===== src/rtl/twin_reg_arb.sv =====
// Round-robin write arbiter owning the twin q1/q2 register pair.
// Two requesters, one committed write per two cycles, saturating contention counter.
module twin_reg_arb #(
  parameter int WIDTH = 8,
  parameter int CNT_W = 8
) (
  input  logic             clk,
  input  logic             rst,
  input  logic             req_v0,
  input  logic             req_sel0,
  input  logic [WIDTH-1:0] req_d0,
  output logic             ack0,
  input  logic             req_v1,
  input  logic             req_sel1,
  input  logic [WIDTH-1:0] req_d1,
  output logic             ack1,
  output logic [WIDTH-1:0] q1,
  output logic [WIDTH-1:0] q2,
  output logic             busy,
  output logic [CNT_W-1:0] conflict_cnt
);

  typedef enum logic [0:0] {
    IDLE  = 1'b0,
    WRITE = 1'b1
  } state_t;

  state_t           state_r;
  state_t           state_next_s;
  logic             prio_r;
  logic             win_r;
  logic             sel_r;
  logic [WIDTH-1:0] data_r;
  logic [WIDTH-1:0] q1_r;
  logic [WIDTH-1:0] q2_r;
  logic [CNT_W-1:0] cnt_r;
  logic             any_req_s;
  logic             both_req_s;
  logic             grant_s;

  // state register
  always_ff @(posedge clk) begin
    if (rst) begin
      state_r <= IDLE;
    end else begin
      state_r <= state_next_s;
    end
  end

  // next-state: any request in IDLE starts a one-cycle WRITE
  always_comb begin
    state_next_s = state_r;
    case (state_r)
      IDLE:    state_next_s = any_req_s ? WRITE : IDLE;
      WRITE:   state_next_s = IDLE;
      default: state_next_s = IDLE;
    endcase
  end

  // grant selection: a lone requester wins, contention resolves to prio
  always_comb begin
    any_req_s  = req_v0 | req_v1;
    both_req_s = req_v0 & req_v1;
    if (both_req_s) begin
      grant_s = prio_r;
    end else if (req_v0) begin
      grant_s = 1'b0;
    end else begin
      grant_s = 1'b1;
    end
  end

  // datapath: capture the winner in IDLE, commit it at the end of WRITE
  always_ff @(posedge clk) begin
    if (rst) begin
      prio_r <= 1'b0;
      win_r  <= 1'b0;
      sel_r  <= 1'b0;
      data_r <= {WIDTH{1'b0}};
      q1_r   <= {WIDTH{1'b0}};
      q2_r   <= {WIDTH{1'b0}};
      cnt_r  <= {CNT_W{1'b0}};
    end else begin
      case (state_r)
        IDLE: begin
          if (any_req_s) begin
            win_r  <= grant_s;
            sel_r  <= grant_s ? req_sel1 : req_sel0;
            data_r <= grant_s ? req_d1 : req_d0;
          end
          if (both_req_s && (cnt_r != {CNT_W{1'b1}})) begin
            cnt_r <= cnt_r + {{(CNT_W-1){1'b0}}, 1'b1};
          end
        end
        WRITE: begin
          if (sel_r) begin
            q2_r <= data_r;
          end else begin
            q1_r <= data_r;
          end
          prio_r <= ~win_r;
        end
        default: begin
          prio_r <= 1'b0;
        end
      endcase
    end
  end

  // outputs; ack is suppressed while rst aborts the pending write
  always_comb begin
    busy         = (state_r == WRITE);
    ack0         = (state_r == WRITE) && (win_r == 1'b0) && !rst;
    ack1         = (state_r == WRITE) && (win_r == 1'b1) && !rst;
    q1           = q1_r;
    q2           = q2_r;
    conflict_cnt = cnt_r;
  end

endmodule


===== config.mk =====
export PLATFORM = sky130hd
export DESIGN_NAME = twin_reg_arb
export DESIGN_NICKNAME = d
export VERILOG_FILES = /design/src/rtl/twin_reg_arb.sv
export SDC_FILE = /design/constraint.sdc
export NUM_CORES = 1
export LEC_CHECK = 0
export CAP_MARGIN = 10
export CORE_AREA = 3 3 66 68
export CTS_BUF_LIST = sky130_fd_sc_hd__clkbuf_2
export CTS_CLUSTER_DIAMETER = 120
export CTS_CLUSTER_SIZE = 10
export DETAILED_ROUTE_END_ITERATION = 7
export DIE_AREA = 0 0 69 71
export PLACE_DENSITY = 0.77
export RECOVER_POWER = 50
export SYNTH_ARGS = -nofsm -noshare
export SYNTH_HDL_FRONTEND = slang
export SYNTH_SLANG_ARGS = --single-unit
export TNS_END_PERCENT = 50

===== constraint.sdc =====
create_clock -name clk -period 1.4 [get_ports clk]
set_input_delay 0.35 -clock clk [delete_from_list [all_inputs] [get_ports clk]]
set_output_delay 0.35 -clock clk [all_outputs]
set_load 0.05 [all_outputs]

==> flow_summary_export.csv, run 1 <==
group,metric,value,unit
cells_and_area,final_area,2611,um2
setup_path,cpMaxStageDelayCell,"dfxtp_4",
clock_tree,clock_latency,0.38,ns
setup_path,crit_required,1.05,ns
synthesis,yosysTopAreaCell,"dfxtp_1",
worst_hold_path,hold_class,"input pin to register",
synthesis,synth-seq-cells,36,
setup_path,crit_path_max_incr_delay,0.37,ns
placement,portBuffers,48,
sta,clock_skew,0.01317,ns
sta,grt_setup_unrepaired,"yes",
detailed_routing,first_pass_iters,4,
setup_path,r2r-start,"busy",
worst_hold_path,hold_start,"rst",
setup_path,cp-start-kind,"register",
pwr,powerDensity,859.3,nW/um2
detailed_routing,final_antenna_net_count,0,
clock_tree,htreeDepth,2,
floorplan,die_w,69,um
detailed_routing,first_iter_violations,38,
grt,antenna_found_initial,0,
outcome,outcome,"finished, violations left",
grt,grt_pass1_wl,6216,um
synthesis,synth_top_family_by_area,"simple AND/OR/NAND/NOR gates",
floorplan,ios,49,
setup_path,cp_max_fo,3,
setup_path,end_kind,"primary output",
synthesis,synth_top_cell_area_share,46.94,%
synthesis,async_reset_ff_share,0,%
floorplan,core-area,3914,um2
grt,grt_pass1_vias,1338,
setup_path,cp_data_arrival_time,1.17,ns
cells_and_area,fin_nets,250,
sta,slew-limit-headroom,81.05,%
sta,setup_ws,-0.1187,ns
synthesis,ys_top_cells_by_area,"dfxtp_1 (47%), mux2i_1 (12%), nor2_1 (6.4%)",
sta,max_freq,658.5,MHz
worst_hold_path,min_to,"q2[5]",
sta,period_minus_slack,1.519,ns
setup_path,rr_worst_depth,5,
setup_path,crit_path_cell_trace,"buf_6 -> and3_4 -> buf_8",
detailed_routing,via_count,1351,
setup_path,critical_path_class,"register to primary output",
sta,hold_viol,0,
detailed_routing,viasPerCell,4.860,
pwr,seq_power_share,49.8,%
synthesis,synth.area.mux_share,12.39,%
synthesis,synth_edf_count,0,
synthesis,ys_warn_count,0,
sta,finalSetupViolCount,5,
run,cap_violations,0,
sta,slew_violations,0,
synthesis,synthSimpleGateAreaFrac,17.93,%
pwr,sw_frac_of_total,27.74,%
synthesis,ys.flop_type,"dfxtp_1",
pwr,p_leak,1.089,nW
synthesis,synth.distinct_cells,31,
placement,globalplace.congestion,0.8562,
floorplan,die_h,71,um
clock_tree,root_buffer,"clkbuf_2",
cells_and_area,final_core_util,66.72,%
grt,overflow,0,
clock_tree,clock_sinks,36,
placement,hpwl,2766,um
synthesis,synth_compound_area_share,15.00,%
clock_tree,tritoncts,"yes",
synthesis,synth.avg_cell_area,9.595,um2
setup_path,worst-r2r-setup-slack,0,ns
synthesis,synth_nets,183,
synthesis,synth_common_cells,"dfxtp_1 (36), nor2_1 (26), mux2i_1 (19)",
synthesis,synth_fa_ha_area_share,0.8150,%
detailed_routing,drc_errors,0,
pwr,p_clk_share,28.9,%
cells_and_area,n_antenna_cell,0,
placement,dpl-instance-area,2444,um2
clock_tree,numCtsBuffers,5,
floorplan,row_count,23,
grt,grt_usage,15.64,%
sta,tightest_slew,0.2842,ns
setup_path,r2r_end,"conflict_cnt[6]",
sta,finalCritPeriodShare,108.5,%
synthesis,synth_cells,160,
pwr,ir_drop,612.5,uV
cells_and_area,syn2layout_area_growth,70.09,%
synthesis,synthMostInstantiatedCell,"dfxtp_1",
sta,timing.hold.ws,0.4731,ns
synthesis,syn_area,1535,um2
synthesis,synth_xor_area_share,2.852,%
floorplan,dieArea,4899,um2
pwr,cell_internal_pwr,1.622,mW
cells_and_area,drive_gt1_share,35.09,%
grt,grt_max_degree,23,
pwr,p_switching,622.4,uW
clock_tree,clockBufferDepth,2,
detailed_routing,wire_per_inst,13.65,um
detailed_routing,routed_wl,3794,um
floorplan,initial_core_util,39.23,%
clock_tree,clkTransAtPathRegs,0.18,ns
sta,setup-tns-final,-0.3626,ns
worst_hold_path,hold_depth,3,
pwr,p_comb_share,21.3,%
synthesis,synth_seq_area_share,46.94,%
outcome,failed_checks,"negative setup slack",
layout make-up:
class | instances | area, um2
fillers | 322 | 1303
repair buffers | 70 | 925.9
inverters | 3 | 11.26
well taps | 50 | 62.56
clock inverters | 2 | 35.03
clock buffers | 6 | 30.03
multi-input cells | 111 | 799.5
flip-flops and latches | 36 | 747.0
metal layers:
layer / global-route usage (%) / part of all wire, %
met1: 19.53 / 42
met2: 25.74 / 52
met4: 5.640 / 1.0
met5: 0 / 0
met3: 4.545 / 4.6
worst max-delay path by stage:
stage | startpoint | to | depth (start not counted) | slack (ns)
final | busy | ack0 | 3 | -0.12
after global routing | busy | ack1 | 3 | -0.18
after CTS | busy | ack1 | 3 | -0.13
after detailed placement | req_v1 | conflict_cnt[6] | 5 | -0.34
after global placement | req_v0 | data_r[3] | 5 | -0.29
after floorplan | conflict_cnt[0] | conflict_cnt[1] | 5 | 0.004
power by group through the flow:
stage | combinational, mW | sequential [mW] | clock, mW
global placement | 0.443 | 1.14 | 0
CTS | 0.471 | 1.12 | 0.662
detailed placement | 0.450 | 1.14 | 0
finish | 0.478 | 1.12 | 0.648
floorplan | 0.179 | 1.20 | 0
global route | 0.512 | 1.13 | 0.709
state kept, by name, summed over array words and instances (netlist names):
register and flops:
q1 8, conflict_cnt 8, win_r 1, busy 1, sel_r 1, prio_r 1
data_r 8, q2 8
stage by stage:
stage	instances	power, mW	setup slack, ns
3_3_place_gp	266	1.584	-0.2919
6_report	278	2.244	-0.1187
3_5_place_dp	266	1.593	-0.3416
2_1_floorplan	160	1.375	0.003935
5_1_grt	278	2.347	-0.1802
4_1_cts	276	2.250	-0.1280
critical path, delay by kind of cell, from the launching register on:
family	cells	cell delay, ns
buffers and inverters	2	0.25
DFF	1	0.37
and+or+nand+nor	1	0.16
cells in the final DEF, fill, tap and decap left out, types with 3 or more instances in the layout:
master,instances
buf_6,7
nor2_1,26
a211oi_1,9
dfxtp_1,27
mux2i_1,19
buf_4,12
a21oi_1,8
clkbuf_2,7
clkdlybuf4s50_1,20
buf_12,25
dfxtp_2,3
dfxtp_4,6
nand2_1,11
xor2_1,5
nand3_1,8
repair_timing:
item	4_1_cts	5_1_grt
buffers inserted	3	2
hold buffers	0	0
resized for setup	16	8
endpoints found under the setup margin	7	15
pin swaps	0	3
kinds of logic after synthesis:
logic type	Yosys count
simple gates	58
flops	36
compound gates	28
mux	19
buf+inv	13
xor+xnor	5
fa+ha+maj	1
(Power assumes the default switching activity.)
==> run 2: changes to the inputs <==
--- a/config.mk
+++ b/config.mk
@@ -6,13 +6,13 @@
 export NUM_CORES = 1
 export LEC_CHECK = 0
 export CAP_MARGIN = 10
-export CORE_AREA = 3 3 66 68
+export CORE_AREA = 3 3 67 69
 export CTS_BUF_LIST = sky130_fd_sc_hd__clkbuf_2
 export CTS_CLUSTER_DIAMETER = 120
 export CTS_CLUSTER_SIZE = 10
 export DETAILED_ROUTE_END_ITERATION = 7
-export DIE_AREA = 0 0 69 71
-export PLACE_DENSITY = 0.77
+export DIE_AREA = 0 0 70 72
+export PLACE_DENSITY = 0.75
 export RECOVER_POWER = 50
 export SYNTH_ARGS = -nofsm -noshare
 export SYNTH_HDL_FRONTEND = slang
==> run 2 against run 1 <==
Maximum frequency rose by 3.6%; largest power group unchanged; cell area fell by 1.9%; critical path type unchanged; total power fell by 0.63%; highest routed layer unchanged; global-route usage fell by 0.47 points; clock-buffer cell count did not move; the run still ends with negative setup slack left; worst setup slack improved by 0.052 ns; sequential cell count did not move; clock skew rose by 0.0074 ns.
==> flow_summary_export.csv, run 2 (synthesis results as in run 1) <==
group,metric,value,unit
sta,period_minus_slack,1.466,ns
worst_hold_path,hold_class,"input pin to register",
setup_path,crit_path_cell_trace,"and3_4 -> buf_8",
outcome,outcome,"finished, violations left",
pwr,ir_drop,507.5,uV
floorplan,core-area,3971,um2
floorplan,row_count,23,
floorplan,initial_core_util,38.66,%
floorplan,dieArea,5040,um2
floorplan,die_h,72,um
clock_tree,tritoncts,"yes",
clock_tree,root_buffer,"clkbuf_2",
pwr,total_power,2.230,mW
cells_and_area,syn2layout_area_growth,66.83,%
setup_path,cpMaxStageDelayCell,"dfxtp_4",
setup_path,rr_worst_depth,5,
sta,hold_viol,0,
placement,portBuffers,48,
sta,clock_skew,0.02053,ns
sta,finalCritPeriodShare,104.7,%
clock_tree,hold_buffers,0,
floorplan,die_w,70,um
detailed_routing,drc_errors,0,
setup_path,end_kind,"primary output",
setup_path,crit_path_max_incr_delay,0.41,ns
worst_hold_path,min_to,"q2[7]",
cells_and_area,multiInputGateArea,787.0,um2
detailed_routing,routed_wl,3693,um
clock_tree,clock_latency,0.39,ns
cells_and_area,final_area,2561,um2
sta,finalSetupViolCount,3,
setup_path,critical_path_class,"register to primary output",
pwr,powerDensity,870.6,nW/um2
setup_path,r2r_end,"conflict_cnt[3]",
cells_and_area,regArea,753.2,um2
sta,max_freq,682.0,MHz
grt,grt_pass1_vias,1223,
clock_tree,numCtsBuffers,5,
setup_path,r2r-start,"conflict_cnt[3]",
sta,setup-tns-final,-0.1530,ns
detailed_routing,first_pass_iters,4,
cells_and_area,fillerInstances,315,
detailed_routing,via_count,1338,
placement,place_inst,265,
clock_tree,clock_sinks,36,
cells_and_area,n_antenna_cell,0,
grt,antenna_found_initial,0,
sta,slew_violations,0,
grt,overflow,0,
detailed_routing,wire_per_inst,13.48,um
sta,tightest_slew,0.2467,ns
sta,slew-limit-headroom,83.51,%
setup_path,cp_max_fo,5,
setup_path,crit_required,1.05,ns
clock_tree,clkTransAtPathRegs,0.19,ns
placement,pre_cts_slack,-0.3432,ns
cells_and_area,layout.cells.non_filler,274,
cells_and_area,final_cell_mix,"nor2_1 (26), dfxtp_1 (26), buf_12 (25)",
worst_hold_path,hold_depth,3,
sta,timing.hold.ws,0.4568,ns
grt,grt_pass1_wl,5961,um
sta,grt_setup_unrepaired,"yes",
detailed_routing,viasPerCell,4.883,
cells_and_area,fin_nets,246,
worst_hold_path,hold_start,"rst",
grt,grt_max_degree,24,
run,cap_violations,0,
setup_path,cp_data_arrival_time,1.12,ns
outcome,failed_checks,"negative setup slack",
setup_path,cp-start-kind,"register",
cells_and_area,drive_gt1_share,34.38,%
sta,setup_ws,-0.06619,ns
placement,dpl-instance-area,2436,um2
cells_and_area,final_core_util,64.49,%
placement,globalplace.congestion,0.7556,
setup_path,worst-r2r-setup-slack,0.10,ns
pwr,p_leak,1.064,nW
floorplan,ios,49,
clock_tree,htreeDepth,2,
grt,grt_usage,15.17,%
placement,hpwl,2806,um
detailed_routing,final_antenna_net_count,0,
detailed_routing,first_iter_violations,78,
clock_tree,clockBufferDepth,2,
run 2: critical path, delay by kind of cell, from the launching register on:
| kind | cells | cell delay (ns) |
|---|---|---|
| simple gates | 1 | 0.19 |
| buf+inv | 1 | 0.14 |
| flops | 1 | 0.41 |
run 2: report_power, final:
part / internal (mW) / switching [mW] / leakage [nW] / total, mW
clock network: 0.307 / 0.340 / 0.0430 / 0.647
logic: 0.243 / 0.224 / 0.720 / 0.467
registers: 1.07 / 0.0491 / 0.301 / 1.12
run 2: how the worst max path moves through the flow:
stage               cells after the start            start  slack [ns]              end
floorplan                               5  conflict_cnt[0]       0.004  conflict_cnt[1]
global placement                        5           req_v0       -0.29  conflict_cnt[6]
detailed placement                      5           req_v0       -0.34  conflict_cnt[6]
CTS                                     3            win_r       -0.09             ack0
global route                            2             busy       -0.14             ack1
finish                                  2             busy       -0.07             ack0
run 2: final cells by class:
type	count	area share [%]
clock buffers	6	1.172
clock inverters	2	1.368
inverters	3	0.4397
multi-input cells	111	30.73
flip-flops and latches	36	29.41
well taps	50	2.443
repair buffers	66	34.44
run 2: timing repair:
item,in CTS,in global routing
resized for setup,13,6
buffers inserted,2,1
pin swaps,2,2
setup endpoints to repair,6,10
run 2: layer usage:
layer / track usage [%] / vias up / part of all wire [%]
li1: - / 686 / -
met1: 19.43 / 611 / 44
met2: 23.92 / 34 / 49
met3: 4.155 / 7 / 4.4
met4: 7.021 / 0 / 2.0
met5: 0 / - / 0
==> run 3: changes to the inputs <==
--- a/config.mk
+++ b/config.mk
@@ -14,6 +14,7 @@
 export DIE_AREA = 0 0 70 72
 export PLACE_DENSITY = 0.75
 export RECOVER_POWER = 50
+export SLEW_MARGIN = 15
 export SYNTH_ARGS = -nofsm -noshare
 export SYNTH_HDL_FRONTEND = slang
 export SYNTH_SLANG_ARGS = --single-unit
==> results of run 3 <==
No change in the layout: final DEF, timing and power equal those of run 2.
